$ cat config.mk
export PLATFORM = sky130hd
export DESIGN_NAME = serial_adder_flat
export DESIGN_NICKNAME = d
export VERILOG_FILES = /design/src/rtl/serial_pkg.sv /design/src/rtl/serial_adder_if.sv /design/src/rtl/serial_adder_fa_bit.sv /design/src/rtl/serial_adder.sv /design/src/flat_wrapper.sv
export SDC_FILE = /design/constraint.sdc
export NUM_CORES = 1
export LEC_CHECK = 0
export ABC_CLOCK_PERIOD_IN_PS = 3050
export BUFFER_PORTS_ARGS = -buffer_cell sky130_fd_sc_hd__buf_4
export CORE_MARGIN = 2
export CORE_UTILIZATION = 44
export DETAILED_ROUTE_END_ITERATION = 8
export PLACE_DENSITY = 0.7
export SYNTH_ARGS = -nofsm -noshare
export SYNTH_HDL_FRONTEND = slang
export SYNTH_SLANG_ARGS = --single-unit
export TNS_END_PERCENT = 10
$ cat constraint.sdc
create_clock -name CLK -period 3.05 [get_ports CLK]
set_input_delay 0.305 -clock CLK [delete_from_list [all_inputs] [get_ports CLK]]
set_output_delay 0.305 -clock CLK [all_outputs]
set_load 0.01 [all_outputs]
$ cat src/rtl/serial_pkg.sv
// Shared types and helpers for the bit-serial adder.
package serial_pkg;

    typedef enum logic [1:0] {
        IDLE  = 2'd0,
        SHIFT = 2'd1,
        FIN   = 2'd2
    } state_t;

    // Bits needed to count steps 0..w-1 (w >= 2).
    function automatic int cnt_width(input int w);
        return $clog2(w);
    endfunction

    localparam int DEF_WIDTH = 8;
    localparam int CNT_W     = $clog2(DEF_WIDTH);

endpackage

$ cat src/rtl/serial_adder_if.sv
// Operand/result bundle for serial_adder. OVF exists only with SERIAL_ADDER_OVF_EN.
interface serial_adder_if #(parameter int WIDTH = 8);
    logic             START;
    logic [WIDTH-1:0] A;
    logic [WIDTH-1:0] B;
    logic             CIN;
    logic             BUSY;
    logic             DONE;
    logic [WIDTH-1:0] SUM;
    logic             COUT;
`ifdef SERIAL_ADDER_OVF_EN
    logic             OVF;

    modport master (output START, A, B, CIN, input BUSY, DONE, SUM, COUT, OVF);
    modport slave  (input START, A, B, CIN, output BUSY, DONE, SUM, COUT, OVF);
`else
    modport master (output START, A, B, CIN, input BUSY, DONE, SUM, COUT);
    modport slave  (input START, A, B, CIN, output BUSY, DONE, SUM, COUT);
`endif
endinterface

$ cat src/rtl/serial_adder_fa_bit.sv
// One-bit combinational full adder cell.
module fa_bit (
    input  logic a,
    input  logic b,
    input  logic ci,
    output logic s,
    output logic co
);
    assign s  = a ^ b ^ ci;
    assign co = (a & b) | (a & ci) | (b & ci);
endmodule

$ cat src/rtl/serial_adder.sv
// Bit-serial adder: one full-adder cell, LSB first, WIDTH steps per addition.
// Optional signed-overflow flag enabled by SERIAL_ADDER_OVF_EN.
module serial_adder
    import serial_pkg::*;
#(
    parameter int WIDTH = 8
) (
    input  logic          CLK,
    input  logic          RST,
    serial_adder_if.slave bus
);
    localparam int CW = cnt_width(WIDTH);

    state_t           r_state;
    logic [WIDTH-1:0] r_a;
    logic [WIDTH-1:0] r_b;
    logic [WIDTH-1:0] r_sum_sr;
    logic             r_carry;
    logic [CW-1:0]    r_cnt;
    logic [WIDTH-1:0] r_sum;
    logic             r_cout;
`ifdef SERIAL_ADDER_OVF_EN
    logic             r_ovf;
`endif

    logic             w_s;
    logic             w_co;
    logic             w_load;
    logic [WIDTH-1:0] w_sum_next;

    fa_bit u_fa (
        .a  (r_a[0]),
        .b  (r_b[0]),
        .ci (r_carry),
        .s  (w_s),
        .co (w_co)
    );

    // A new request is only accepted when no step is in flight.
    assign w_load     = bus.START && (r_state == IDLE || r_state == FIN);
    assign w_sum_next = {w_s, r_sum_sr[WIDTH-1:1]};

    always_ff @(posedge CLK) begin
        if (RST) begin
            r_state  <= IDLE;
            r_a      <= '0;
            r_b      <= '0;
            r_sum_sr <= '0;
            r_carry  <= 1'b0;
            r_cnt    <= '0;
            r_sum    <= '0;
            r_cout   <= 1'b0;
`ifdef SERIAL_ADDER_OVF_EN
            r_ovf    <= 1'b0;
`endif
        end else if (w_load) begin
            r_state  <= SHIFT;
            r_a      <= bus.A;
            r_b      <= bus.B;
            r_carry  <= bus.CIN;
            r_cnt    <= '0;
            r_sum_sr <= '0;
        end else begin
            case (r_state)
                SHIFT: begin
                    r_a      <= r_a >> 1;
                    r_b      <= r_b >> 1;
                    r_carry  <= w_co;
                    r_sum_sr <= w_sum_next;
                    r_cnt    <= r_cnt + 1'b1;
                    if (r_cnt == CW'(WIDTH - 1)) begin
                        r_state <= FIN;
                        r_sum   <= w_sum_next;
                        r_cout  <= w_co;
`ifdef SERIAL_ADDER_OVF_EN
                        // On the last step r_carry is the carry into the MSB.
                        r_ovf   <= r_carry ^ w_co;
`endif
                    end
                end
                FIN:     r_state <= IDLE;
                default: r_state <= IDLE;
            endcase
        end
    end

    assign bus.BUSY = (r_state == SHIFT);
    assign bus.DONE = (r_state == FIN);
    assign bus.SUM  = r_sum;
    assign bus.COUT = r_cout;
`ifdef SERIAL_ADDER_OVF_EN
    assign bus.OVF  = r_ovf;
`endif

endmodule

$ cat src/flat_wrapper.sv
// flat-port wrapper written by rule: the top's interface ports become plain ports
module serial_adder_flat import serial_pkg::*;
#(
    parameter int WIDTH = 8
)
  (CLK, RST, bus_START, bus_A, bus_B, bus_CIN, bus_BUSY, bus_DONE, bus_SUM, bus_COUT);
  serial_adder_if #(.WIDTH(WIDTH)) bus_i ();
  input  logic CLK;
  input  logic RST;
  input wire logic [$bits(bus_i.START)-1:0] bus_START;
  input wire logic [$bits(bus_i.A)-1:0] bus_A;
  input wire logic [$bits(bus_i.B)-1:0] bus_B;
  input wire logic [$bits(bus_i.CIN)-1:0] bus_CIN;
  output wire logic [$bits(bus_i.BUSY)-1:0] bus_BUSY;
  output wire logic [$bits(bus_i.DONE)-1:0] bus_DONE;
  output wire logic [$bits(bus_i.SUM)-1:0] bus_SUM;
  output wire logic [$bits(bus_i.COUT)-1:0] bus_COUT;
  assign bus_i.START = bus_START;
  assign bus_i.A = bus_A;
  assign bus_i.B = bus_B;
  assign bus_i.CIN = bus_CIN;
  assign bus_BUSY = bus_i.BUSY;
  assign bus_DONE = bus_i.DONE;
  assign bus_SUM = bus_i.SUM;
  assign bus_COUT = bus_i.COUT;
  serial_adder #(.WIDTH(WIDTH)) u_core (.CLK(CLK), .RST(RST), .bus(bus_i));
endmodule
==> summary.md <==
| Metric | Value |
|---|---|
| Status | complete, no violations |
| Die area | 4030 um^2 |
| Critical Path AT | 1.34 ns |
| # hold bufs at CTS | 0 |
| Starting density of the core | 0.463 |
| Synth top area share | 0.488 |
| Sequential power share | 0.585 |
| Yosys reg bits | 38 |
| Clock buffer depth | 2 |
| Net Switching | 0.232 mW |
| Max Fclk | 0.607 GHz |
| Clock Root Buffer | clkbuf_4 |
| RSZ-0062 raised after global routing | false |
| Power Total | 0.915 mW |
| Worst setup EP type | output pin |
| Fin crit share | 0.540 |
| DPL Wire Length | 1980 um |
| Placer Congestion | 0.712 |
| TritonCTS clock tree | built |
| Cell Rows | 21 |
| Max transition margin | 0.449 |
| Peak VDD IR | 0.000336 V |
| HP Class | primary input to flip-flop |
| Final Hold Fails | 0 |
| WL/cell | 12.1 um |
| Vias per inst | 5.16 |
| Final Max Slew Viols | 0 |
| Worst path required time | 2.74 ns |
| Pre-Repair DR Iteration Count | 4 |
| Grt ovf | 0 |
| Post-CTS Setup Repair Bufs | 0 |
| YS warnings | 0 |
| Top post-synthesis cells by area | dfxtp_1 (49%), nand2_1 (9.6%), a21oi_1 (6.4%), nor3_1 (5.5%), buf_6 (3.6%) |
| Mapped cell area | 1560 um^2 |
| Total of max-cap violations | 0 |
| H-Tree Depth | 2 |
| Clock skew | 0.00858 ns |
| Crit Path Class | flip-flop to output pin |
| Final core utilization | 0.533 |
| Syn nets | 200 |
| Clock Power Share | 0.287 |
| Num Clock Sinks | 38 |
| Clock transition at path regs | 0.11 ns |
| Yosys top cell by area | dfxtp_1 |
| Slew @ Worst Pin | 0.824 ns |
| Initial antenna violation count | 0 |
| Port buffer count | 30 |
| Die W | 63.5 um |
| Pint | 0.683 mW |
| Initial DRC count | 84 |
| Post-synthesis cell count | 177 |
| Core Area | 3360 um^2 |
| Gate power share | 0.128 |
| Total wire length | 3000 um |
| Worst R2R End | u_core.bus.SUM[7] |
| Distinct cells, synth | 26 |
| Hold_sp | bus_B[7] |
| Worst flop-to-flop path startpoint | u_core.r_cnt[0] |
| Setup TNS | 0 ns |
| IO Pins | 31 |
| Worst Hold End | u_core.r_b[7] |
| Largest net degree at the start of global routing | 37 |
| Switching share of power | 0.254 |
| Area Overhead vs Synth | 15.2% |
| Vias in the first global route | 1223 |
| Register area share after synthesis | 0.488 |
| Hold WS | 0.214 ns |
| CP Launch Type | flip-flop |
| Critical Path Start | u_core.r_state[1] |
| CTS Buf Count | 5 |
| Clock Latency Late Sink | 0.33 ns |
| Power density cells | 510 nW/um^2 |
| Chip Height | 63.5 um |
| Vias | 1279 |
| Syn_area_per_cell | 8.80 um^2 |
| Hold depth | 3 |
| Detail Route Antenna Nets | 0 |
| Reg2reg path depth | 5 |
| P_leak | 0.675 nW |
| Final setup vio count | 0 |
| Final layout net count | 224 |
| Max FO, Critical Path | 36 |
| Global-route wire length before repair | 5150 um |
| R2R setup slack | 1.45 ns |
| Min Tclk post-route | 1.65 ns |
| Inserted Diodes | 0 |
| Gr usage total | 0.165 |
| Layout cells sized above 1 | 0.213 |
| Post-cts sizing count | 0 |
| DR DRC count | 0 |
-- power by group through the flow --
stage / Sequential (mW) / Combinational (mW) / Clock (mW)
5_1_grt: 0.538 / 0.131 / 0.300
6_report: 0.535 / 0.117 / 0.262
2_1_floorplan: 0.542 / 0.0992 / 0
4_1_cts: 0.535 / 0.118 / 0.272
3_3_place_gp: 0.545 / 0.115 / 0
3_5_place_dp: 0.546 / 0.117 / 0
-- state kept, by name (all words and copies together) (netlist names) --
| name | flops |
|---|---|
| u_core.r_state | 2 |
| u_core.r_sum_sr | 7 |
| u_core.bus.COUT | 1 |
| u_core.bus.SUM | 8 |
| u_core.r_b | 8 |
| u_core.r_a | 8 |
| u_core.r_carry | 1 |
| u_core.r_cnt | 3 |
-- worst max-delay path by stage --
stage	endpoint	slack [ns]	cells after the start
3_5_place_dp	u_core.bus.SUM[4]	1.43	5
5_1_grt	u_core.bus.SUM[4]	1.26	5
4_1_cts	bus_BUSY	1.40	3
6_report	bus_BUSY	1.40	3
3_3_place_gp	u_core.bus.COUT	1.48	5
2_1_floorplan	u_core.bus.SUM[0]	1.88	5
-- cell families after synthesis --
kind of cell	Yosys count	share of synthesized area
mux	1	0.00643
compound gates	36	0.151
simple gates	83	0.236
xor+xnor	1	0.00562
fa+ha+maj	3	0.0289
flops	38	0.488
buf+inv	15	0.0835
-- metrics by stage --
| step | setup WS, ns | cell area (um^2) | cells |
|---|---|---|---|
| detailed placement | 1.43 | 1730 | 240 |
| CTS | 1.40 | 1790 | 248 |
| finish | 1.40 | 1790 | 248 |
| global route | 1.26 | 1790 | 248 |
| floorplan | 1.88 | 1560 | 177 |
| global placement | 1.48 | 1730 | 240 |
-- cells in the mapped netlist --
master	count
nor2_1	9
buf_4	2
or2b_4	1
xnor2_1	1
buf_1	1
nand3_1	11
buf_6	5
nor2b_1	2
nand3b_1	1
fa_1	1
nand2b_1	2
clkbuf_1	1
a311oi_2	2
a21oi_1	20
o22ai_1	8
nand2_1	40
a311oi_1	4
dfxtp_1	38
buf_2	4
nor3_1	17
clkinv_8	1
o21a_1	1
mux2i_1	1
buf_8	1
ha_1	2
a22oi_2	1
-- area by class of cell --
class | count | area, um^2
fillers | 364 | 1570
flip-flops and latches | 38 | 761
multi-input cells | 124 | 667
repair buffers | 31 | 233
well taps | 46 | 57.6
clock buffers | 7 | 55.1
inverters | 1 | 16.3
clock inverters | 1 | 5.00
-- worst max-delay path: stages (launching register included) --
cell and delay (ns):
dfxtp_1 0.35, nand2b_1 0.26, clkinv_8 0.19, buf_4 0.19
-- routing by layer --
metal,track usage,up-vias,part of all wire
met5,0,-,0
met4,0.0571,0,0.013
met3,0.0679,5,0.052
met2,0.279,26,0.47
met1,0.187,592,0.46
li1,-,656,-
-- layout by cell type, fill, tap and decap left out, types with 2 or more instances in the layout --
master    count
nor2b_1       2
a21oi_1      20
ha_1          2
nand3_1      11
a311oi_1      4
clkbuf_4      5
o22ai_1       8
buf_4        31
nor2_1        9
nor3_1       17
dfxtp_1      38
a311oi_2      2
nand2b_1      2
nand2_1      40
Note: power is estimated with default switching activity, not from simulation.
